`config.mk`:
```
export PLATFORM = sky130hd
export DESIGN_NAME = tcdm_amo_lrsc_shim
export DESIGN_NICKNAME = d
export VERILOG_FILES = /design/src/rtl/tcdm_amo_lrsc_shim.sv
export SDC_FILE = /design/constraint.sdc
export NUM_CORES = 1
export LEC_CHECK = 0
export CORE_ASPECT_RATIO = 0.75
export CORE_UTILIZATION = 44
export DETAILED_ROUTE_END_ITERATION = 6
export PLACE_DENSITY = 0.62
export SYNTH_ARGS = -nofsm -noshare
export SYNTH_HDL_FRONTEND = slang
export SYNTH_SLANG_ARGS = --single-unit
```
`constraint.sdc`:
```
create_clock -name clk_i -period 18.15 [get_ports clk_i]
set_clock_uncertainty 0.15 [all_clocks]
set_input_delay 5.445 -clock clk_i [delete_from_list [all_inputs] [get_ports clk_i]]
set_output_delay 5.445 -clock clk_i [all_outputs]
set_load 0.01 [all_outputs]
```
`src/rtl/tcdm_amo_lrsc_shim.sv`:
```
// -----------------------------------------------------------------------------
// tcdm_amo_lrsc_shim
//
// Sits between one TCDM requester port and one SRAM bank and adds:
//   - 32-bit atomics (swap/add/and/or/xor/max/maxu/min/minu). Each one is a
//     read in Idle followed by a write-back in DoAMO.
//   - LR/SC with one reservation entry per requester ID. An LR is a plain read
//     that records {word address, lane} for its ID. An SC is settled in a
//     single Idle cycle and its status word is returned on the next cycle.
//   - Invalidation of reservations by every SRAM write that touches a reserved
//     lane, whoever issued the write.
//
// Handshake: a request is accepted in any cycle where in_req_i is high and
// in_gnt_o is high. in_gnt_o is low only during DoAMO, and a requester must
// hold its request stable until it is granted. Every accepted request returns
// exactly one response: in_rvalid_o is high one cycle later. For an atomic
// this is the DoAMO cycle.
//
// Ports
//   clk_i, rst_ni                      clock, asynchronous active-low reset
//   in_req_i/in_gnt_o                  requester request/grant
//   in_add_i, in_amo_i, in_id_i        word address, operation code, requester ID
//   in_wen_i, in_wdata_i, in_be_i      store flag, write data, byte enables
//   in_rvalid_o, in_rdata_o            response valid and data
//   out_req_o, out_add_o, out_wen_o    SRAM request, address, write enable
//   out_wdata_o, out_be_o              SRAM write data and byte enables
//   out_rdata_i                        SRAM read data, one cycle after the read
// -----------------------------------------------------------------------------
module tcdm_amo_lrsc_shim #(
  parameter int unsigned AddrMemWidth = 32,
  parameter int unsigned DataWidth    = 64,
  parameter int unsigned NumResv      = 8,
  parameter int unsigned IdWidth      = 3
) (
  input  logic                      clk_i,
  input  logic                      rst_ni,
  input  logic                      in_req_i,
  output logic                      in_gnt_o,
  input  logic [AddrMemWidth-1:0]   in_add_i,
  input  logic [3:0]                in_amo_i,
  input  logic [IdWidth-1:0]        in_id_i,
  input  logic                      in_wen_i,
  input  logic [DataWidth-1:0]      in_wdata_i,
  input  logic [DataWidth/8-1:0]    in_be_i,
  output logic                      in_rvalid_o,
  output logic [DataWidth-1:0]      in_rdata_o,
  output logic                      out_req_o,
  output logic [AddrMemWidth-1:0]   out_add_o,
  output logic                      out_wen_o,
  output logic [DataWidth-1:0]      out_wdata_o,
  output logic [DataWidth/8-1:0]    out_be_o,
  input  logic [DataWidth-1:0]      out_rdata_i
);

  localparam int NumLanes = int'(DataWidth / 32);
  localparam int LaneW    = (NumLanes > 1) ? $clog2(NumLanes) : 1;
  localparam int BeW      = int'(DataWidth / 8);
  localparam int ResvW    = int'(AddrMemWidth) + LaneW;
  localparam int NResv    = int'(NumResv);

  typedef enum logic [3:0] {
    OP_NONE = 4'h0,
    OP_SWAP = 4'h1,
    OP_ADD  = 4'h2,
    OP_AND  = 4'h3,
    OP_OR   = 4'h4,
    OP_XOR  = 4'h5,
    OP_MAX  = 4'h6,
    OP_MAXU = 4'h7,
    OP_MIN  = 4'h8,
    OP_MINU = 4'h9,
    OP_LR   = 4'hA,
    OP_SC   = 4'hB
  } amo_op_e;

  typedef enum logic {
    S_IDLE  = 1'b0,
    S_DOAMO = 1'b1
  } state_e;

  // Selects how in_rdata_o is built for the response that is in flight.
  typedef enum logic [1:0] {
    RESP_PLAIN = 2'd0,
    RESP_AMO   = 2'd1,
    RESP_SC    = 2'd2
  } resp_e;

  // ---------------------------------------------------------------------------
  // Lane helpers
  // ---------------------------------------------------------------------------
  function automatic logic [BeW-1:0] lane_mask(input logic [LaneW-1:0] l);
    lane_mask = '0;
    for (int k = 0; k < NumLanes; k++) begin
      if (LaneW'(k) == l) lane_mask[4*k +: 4] = 4'hF;
    end
  endfunction

  function automatic logic [31:0] lane_word(input logic [DataWidth-1:0] d,
                                            input logic [LaneW-1:0]     l);
    lane_word = '0;
    for (int k = 0; k < NumLanes; k++) begin
      if (LaneW'(k) == l) lane_word = d[32*k +: 32];
    end
  endfunction

  // Places a 32-bit value in lane l and zeroes every other lane.
  function automatic logic [DataWidth-1:0] lane_place(input logic [31:0]      v,
                                                      input logic [LaneW-1:0] l);
    lane_place = '0;
    for (int k = 0; k < NumLanes; k++) begin
      if (LaneW'(k) == l) lane_place[32*k +: 32] = v;
    end
  endfunction

  // ---------------------------------------------------------------------------
  // Registers
  // ---------------------------------------------------------------------------
  state_e                   r_state;
  amo_op_e                  r_op;
  resp_e                    r_resp;
  logic                     r_rvalid;
  logic                     r_sc_fail;
  logic [AddrMemWidth-1:0]  r_addr;
  logic [LaneW-1:0]         r_lane;
  logic [31:0]              r_operand;
  logic [NResv-1:0]         r_resv_valid;
  logic [ResvW-1:0]         r_resv_addr [NResv];

  // ---------------------------------------------------------------------------
  // Request decode
  // ---------------------------------------------------------------------------
  amo_op_e                  w_op;
  logic [LaneW-1:0]         w_lane;
  logic                     w_is_amo;
  logic                     w_acc;
  logic                     w_sc_ok;
  logic [NResv-1:0]         w_kill;
  logic                     w_wr;

  // Codes C..F fall back to a plain access.
  assign w_op     = (in_amo_i > 4'hB) ? OP_NONE : amo_op_e'(in_amo_i);
  assign w_is_amo = (w_op != OP_NONE) && (w_op != OP_LR) && (w_op != OP_SC);
  assign w_acc    = (r_state == S_IDLE) && in_req_i;

  // The lowest lane whose first byte is enabled.
  always_comb begin
    w_lane = '0;
    for (int k = NumLanes - 1; k >= 0; k--) begin
      if (in_be_i[4*k]) w_lane = LaneW'(k);
    end
  end

  // The SC succeeds only if the entry for its own ID holds exactly this word
  // and lane. IDs that have no entry never match.
  always_comb begin
    w_sc_ok = 1'b0;
    for (int i = 0; i < NResv; i++) begin
      if ((in_id_i == IdWidth'(i)) && r_resv_valid[i] &&
          (r_resv_addr[i] == {in_add_i, w_lane})) begin
        w_sc_ok = 1'b1;
      end
    end
  end

  // ---------------------------------------------------------------------------
  // ALU: 32-bit. The min/max compare uses a 33-bit subtract whose sign bit
  // gives a < b; the operands are sign-extended only for MAX/MIN.
  // ---------------------------------------------------------------------------
  logic [31:0] w_old;
  logic [31:0] w_alu;
  logic [32:0] w_a_ext;
  logic [32:0] w_b_ext;
  logic [32:0] w_diff;
  logic        w_signed;
  logic        w_a_lt_b;

  assign w_old    = lane_word(out_rdata_i, r_lane);
  assign w_signed = (r_op == OP_MAX) || (r_op == OP_MIN);
  assign w_a_ext  = {w_signed & w_old[31], w_old};
  assign w_b_ext  = {w_signed & r_operand[31], r_operand};
  assign w_diff   = w_a_ext - w_b_ext;
  assign w_a_lt_b = w_diff[32];

  always_comb begin
    w_alu = w_old;
    case (r_op)
      OP_SWAP:         w_alu = r_operand;
      OP_ADD:          w_alu = w_old + r_operand;
      OP_AND:          w_alu = w_old & r_operand;
      OP_OR:           w_alu = w_old | r_operand;
      OP_XOR:          w_alu = w_old ^ r_operand;
      OP_MAX, OP_MAXU: w_alu = w_a_lt_b ? r_operand : w_old;
      OP_MIN, OP_MINU: w_alu = w_a_lt_b ? w_old : r_operand;
      default:         w_alu = w_old;
    endcase
  end

  // ---------------------------------------------------------------------------
  // SRAM port and grant
  // ---------------------------------------------------------------------------
  always_comb begin
    in_gnt_o    = 1'b0;
    out_req_o   = 1'b0;
    out_add_o   = in_add_i;
    out_wen_o   = 1'b0;
    out_wdata_o = in_wdata_i;
    out_be_o    = in_be_i;
    if (r_state == S_DOAMO) begin
      // Write-back of the atomic. New requests are held off for this cycle.
      out_req_o   = 1'b1;
      out_add_o   = r_addr;
      out_wen_o   = 1'b1;
      out_be_o    = lane_mask(r_lane);
      out_wdata_o = lane_place(w_alu, r_lane);
    end else begin
      in_gnt_o = in_req_i;
      if (w_op == OP_NONE) begin
        out_req_o = in_req_i;
        out_wen_o = in_wen_i;
      end else if (w_op == OP_SC) begin
        // A failed SC never reaches the SRAM.
        out_req_o = in_req_i && w_sc_ok;
        out_wen_o = 1'b1;
        out_be_o  = lane_mask(w_lane);
      end else begin
        // LR and the read phase of an atomic.
        out_req_o = in_req_i;
        out_wen_o = 1'b0;
      end
    end
  end

  // ---------------------------------------------------------------------------
  // Response
  // ---------------------------------------------------------------------------
  assign in_rvalid_o = r_rvalid;

  always_comb begin
    case (r_resp)
      RESP_AMO: in_rdata_o = lane_place(w_old, r_lane);
      RESP_SC:  in_rdata_o = lane_place({31'b0, r_sc_fail}, r_lane);
      default:  in_rdata_o = out_rdata_i;
    endcase
  end

  // ---------------------------------------------------------------------------
  // Control FSM
  // ---------------------------------------------------------------------------
  always_ff @(posedge clk_i or negedge rst_ni) begin
    if (!rst_ni) begin
      r_state   <= S_IDLE;
      r_op      <= OP_NONE;
      r_resp    <= RESP_PLAIN;
      r_rvalid  <= 1'b0;
      r_sc_fail <= 1'b0;
      r_addr    <= '0;
      r_lane    <= '0;
      r_operand <= '0;
    end else begin
      r_rvalid <= w_acc;
      case (r_state)
        S_IDLE: begin
          if (w_acc) begin
            r_op      <= w_op;
            r_addr    <= in_add_i;
            r_lane    <= w_lane;
            r_operand <= lane_word(in_wdata_i, w_lane);
            r_sc_fail <= !w_sc_ok;
            if (w_is_amo) begin
              r_resp  <= RESP_AMO;
              r_state <= S_DOAMO;
            end else if (w_op == OP_SC) begin
              r_resp  <= RESP_SC;
            end else begin
              r_resp  <= RESP_PLAIN;
            end
          end
        end
        S_DOAMO: begin
          r_op    <= OP_NONE;
          r_state <= S_IDLE;
        end
        default: r_state <= S_IDLE;
      endcase
    end
  end

  // ---------------------------------------------------------------------------
  // Reservations
  // ---------------------------------------------------------------------------
  assign w_wr = out_req_o && out_wen_o;

  // A write kills every entry on the same word whose lane has any byte
  // written, including the writer's own entry.
  always_comb begin
    for (int i = 0; i < NResv; i++) begin
      w_kill[i] = w_wr && r_resv_valid[i] &&
                  (r_resv_addr[i][ResvW-1:LaneW] == out_add_o) &&
                  (|(out_be_o & lane_mask(r_resv_addr[i][LaneW-1:0])));
    end
  end

  // An LR never coincides with a write, and a successful SC clears its own
  // entry through both the kill and the SC clear, so the order below is safe.
  always_ff @(posedge clk_i or negedge rst_ni) begin
    if (!rst_ni) begin
      r_resv_valid <= '0;
      for (int i = 0; i < NResv; i++) r_resv_addr[i] <= '0;
    end else begin
      for (int i = 0; i < NResv; i++) begin
        if (w_kill[i]) r_resv_valid[i] <= 1'b0;
        if (w_acc && (w_op == OP_SC) && (in_id_i == IdWidth'(i))) begin
          r_resv_valid[i] <= 1'b0;
        end
        if (w_acc && (w_op == OP_LR) && (in_id_i == IdWidth'(i))) begin
          r_resv_valid[i] <= 1'b1;
          r_resv_addr[i]  <= {in_add_i, w_lane};
        end
      end
    end
  end

endmodule

```
==> flow_summary.ini <==
[logic_synthesis]
yosysTopAreaCell = dfrtp_1
async_flop_share = 1.00
synth_cell_types = 92
ys.warnings.count = 0
syn-cell-area_um2 = 26600
synthTopCellsByArea = dfrtp_1 33%, xor2_1 11%, mux2_2 10%
synth_top_area_share = 0.325
ys_ff_latch = 346
synth_edf_count = 0
syn_inst = 2900
ys_seq_area_frac = 0.325
synth_flop_cell = dfrtp_1
synth_nets = 3181
avgSynthCellArea_um2 = 9.19

[clock_tree]
clock_sinks = 346
cts_repair_resize_count = 0
cts_tree = yes
hold_buffers = 0
clk_pin_slew_worst_paths_ns = 0.06
clockRootBuffer = clkbuf_16
cts_buffer_depth = 3
clk-insertion-delay-late_ns = 0.59
post_cts_buffers = 0
numCtsBuffers = 39
htree_levels = 2

[drt]
wl_per_cell_um = 30.1
drtPass1Iterations = 6
vias = 24900
via_per_inst = 6.24
first_iter_violations = 3257
drc = 0
wl_mm = 120
postRouteAntennaNets = 0

[sta]
rsz0062_at_grt = false
max_freq_mhz = 61.3
tns_ns = 0
hold_slack_ns = 0.336
worstMarginPinSlew_ns = 1.28
finalMaxSlewViolations = 0
min_period_ns = 16.32
final_hold_viol_count = 0
setup_viol = 0
period_share = 0.899
relSlewSlack = 0.143

[flow_run]
cap_violations = 0

[floorplan]
rows = 77
die_w_um = 286
die_y_um = 215
num_io_pins = 351
start_util = 0.449
core_um2 = 59300
die-area_um2 = 61500

[finish]
final_common_cell = clkdlybuf4s50_1
fin_nets = 3455
drive_gt1_frac = 0.152
area_growth_pct = 21.1
layout_common_cells = 347 x clkdlybuf4s50_1, 344 x dfrtp_1, 325 x xor2_1

[min_path]
hold_class = reg2reg

[placed_design]
gp_congestion = 1.07
dp_hpwl_mm = 87.4
port_buffers = 350

[global_route]
first_global_vias = 23400
track_usage = 0.382
overflow = 0
grt_max_degree = 92
grt_pass1_wl_mm = 171
antenna_found_initial = 3

[power]
leakage_nw = 14.6
power_mw = 2.87
power_per_cell_area_nw_per_um2 = 89.0
ir_worst_vdd_uv = 77.4

[worst_setup_path]
crit_type = in2out
worstPathArrival_ns = 10.72
r2r_setup_slack_ns = 13.22
cp-end-kind = primary output
cp_max_fo = 3
critical_path_required_ns = 12.56
startpoint_type = input pin

[outcome]
outcome = completed
## registers in the layout, summed over array words and instances (netlist names), 2 cells and up
| register | flops |
|---|---|
| r_resp | 2 |
| r_operand | 32 |
| r_addr | 32 |
| r_resv_valid | 8 |
| r_resv_addr | 264 |
| r_op | 4 |
## cells by family (layout without fill, tap and decap cells)
family                   after synthesis  count (layout)  synth area share
AND/OR/NAND/NOR                      775             775             0.145
XOR/XNOR                             524             524             0.172
AO/OA/AOI/OAI                        506             506             0.126
flip-flops                           346             346             0.325
buffers and inverters                346             648            0.0535
multiplexers                         301             301             0.130
adder cells (fa/ha/maj)              102             102            0.0482
other                                  0               1                 0
## metal layers
metal | global-route usage | vias up | part of all wire
met5 | 0.0172 | - | 0.0013
met4 | 0.0720 | 4 | 0.019
met3 | 0.142 | 142 | 0.13
met2 | 0.502 | 1439 | 0.39
met1 | 0.583 | 12700 | 0.46
li1 | - | 10700 | -
## worst paths after layout
kind                       cells past startpoint               to       startpoint
setup / recovery                              15  out_wdata_o[18]  out_rdata_i[32]
hold / removal                                 2        r_sc_fail        r_sc_fail
setup reg to reg                              10  r_resv_valid[4]          r_state
hold reg to reg                                2        r_sc_fail        r_sc_fail
max in group asynchronous                      3          r_state           rst_ni
min in group asynchronous                      1        r_addr[4]           rst_ni
## synthesized netlist by cell type, types with 25 or more instances
master / instances
a31oi_1: 39
nor2_1: 109
nor3_1: 36
dfrtp_1: 346
nand2_1: 291
buf_2: 48
o21ai_0: 120
xor2_1: 325
nor4_1: 75
ha_1: 101
nand3_1: 33
nor2b_1: 71
a21oi_1: 132
xnor2_1: 199
clkbuf_1: 135
inv_1: 139
mux2i_2: 32
mux2_2: 247
nand4_1: 90
o211ai_1: 25
## metrics by stage
| stage | setup slack (ns) | cell area (um^2) | util | instances |
|---|---|---|---|---|
| floorplan | 4.27 | 26600 | - | 2900 |
| global route | 1.61 | 32300 | 0.543 | 3993 |
| global placement | 2.03 | 31000 | 0.523 | 3923 |
| CTS | 1.90 | 32200 | 0.543 | 3992 |
| detailed placement | 1.91 | 31000 | 0.523 | 3923 |
| finish | 1.83 | 32300 | 0.543 | 3993 |
## layout make-up
class                      count  area, um^2
antenna                        1        2.50
multi-input combinational   2208       16700
clock buffer                  60        1150
sequential                   346        8660
timing repair buffer         440        4190
fill                        5496       27100
clock inverter                 9        70.1
tap                          790         988
inverter                     139         523
## power by group
| group | internal [mW] | total (mW) | leakage [nW] | switching [mW] |
|---|---|---|---|---|
| Clock | 0.437 | 0.796 | 0.594 | 0.359 |
| Sequential | 0.831 | 0.910 | 4.62 | 0.0786 |
| Combinational | 0.446 | 1.17 | 9.43 | 0.719 |
## worst max-delay path, cell delays in order
cell	delay, ns
clkdlybuf4s50_1	0.45
mux2i_1	0.56
inv_1	0.19
ha_1	0.31
fa_1	0.45
a21o_1	0.20
a31o_2	0.30
nand2_1	0.11
o31a_1	0.32
o21bai_1	0.18
xor2_1	0.20
a2111oi_0	0.98
a22oi_1	0.25
a21boi_0	0.21
clkdlybuf4s50_1	0.55
Power figures use the tool's default switching activity.
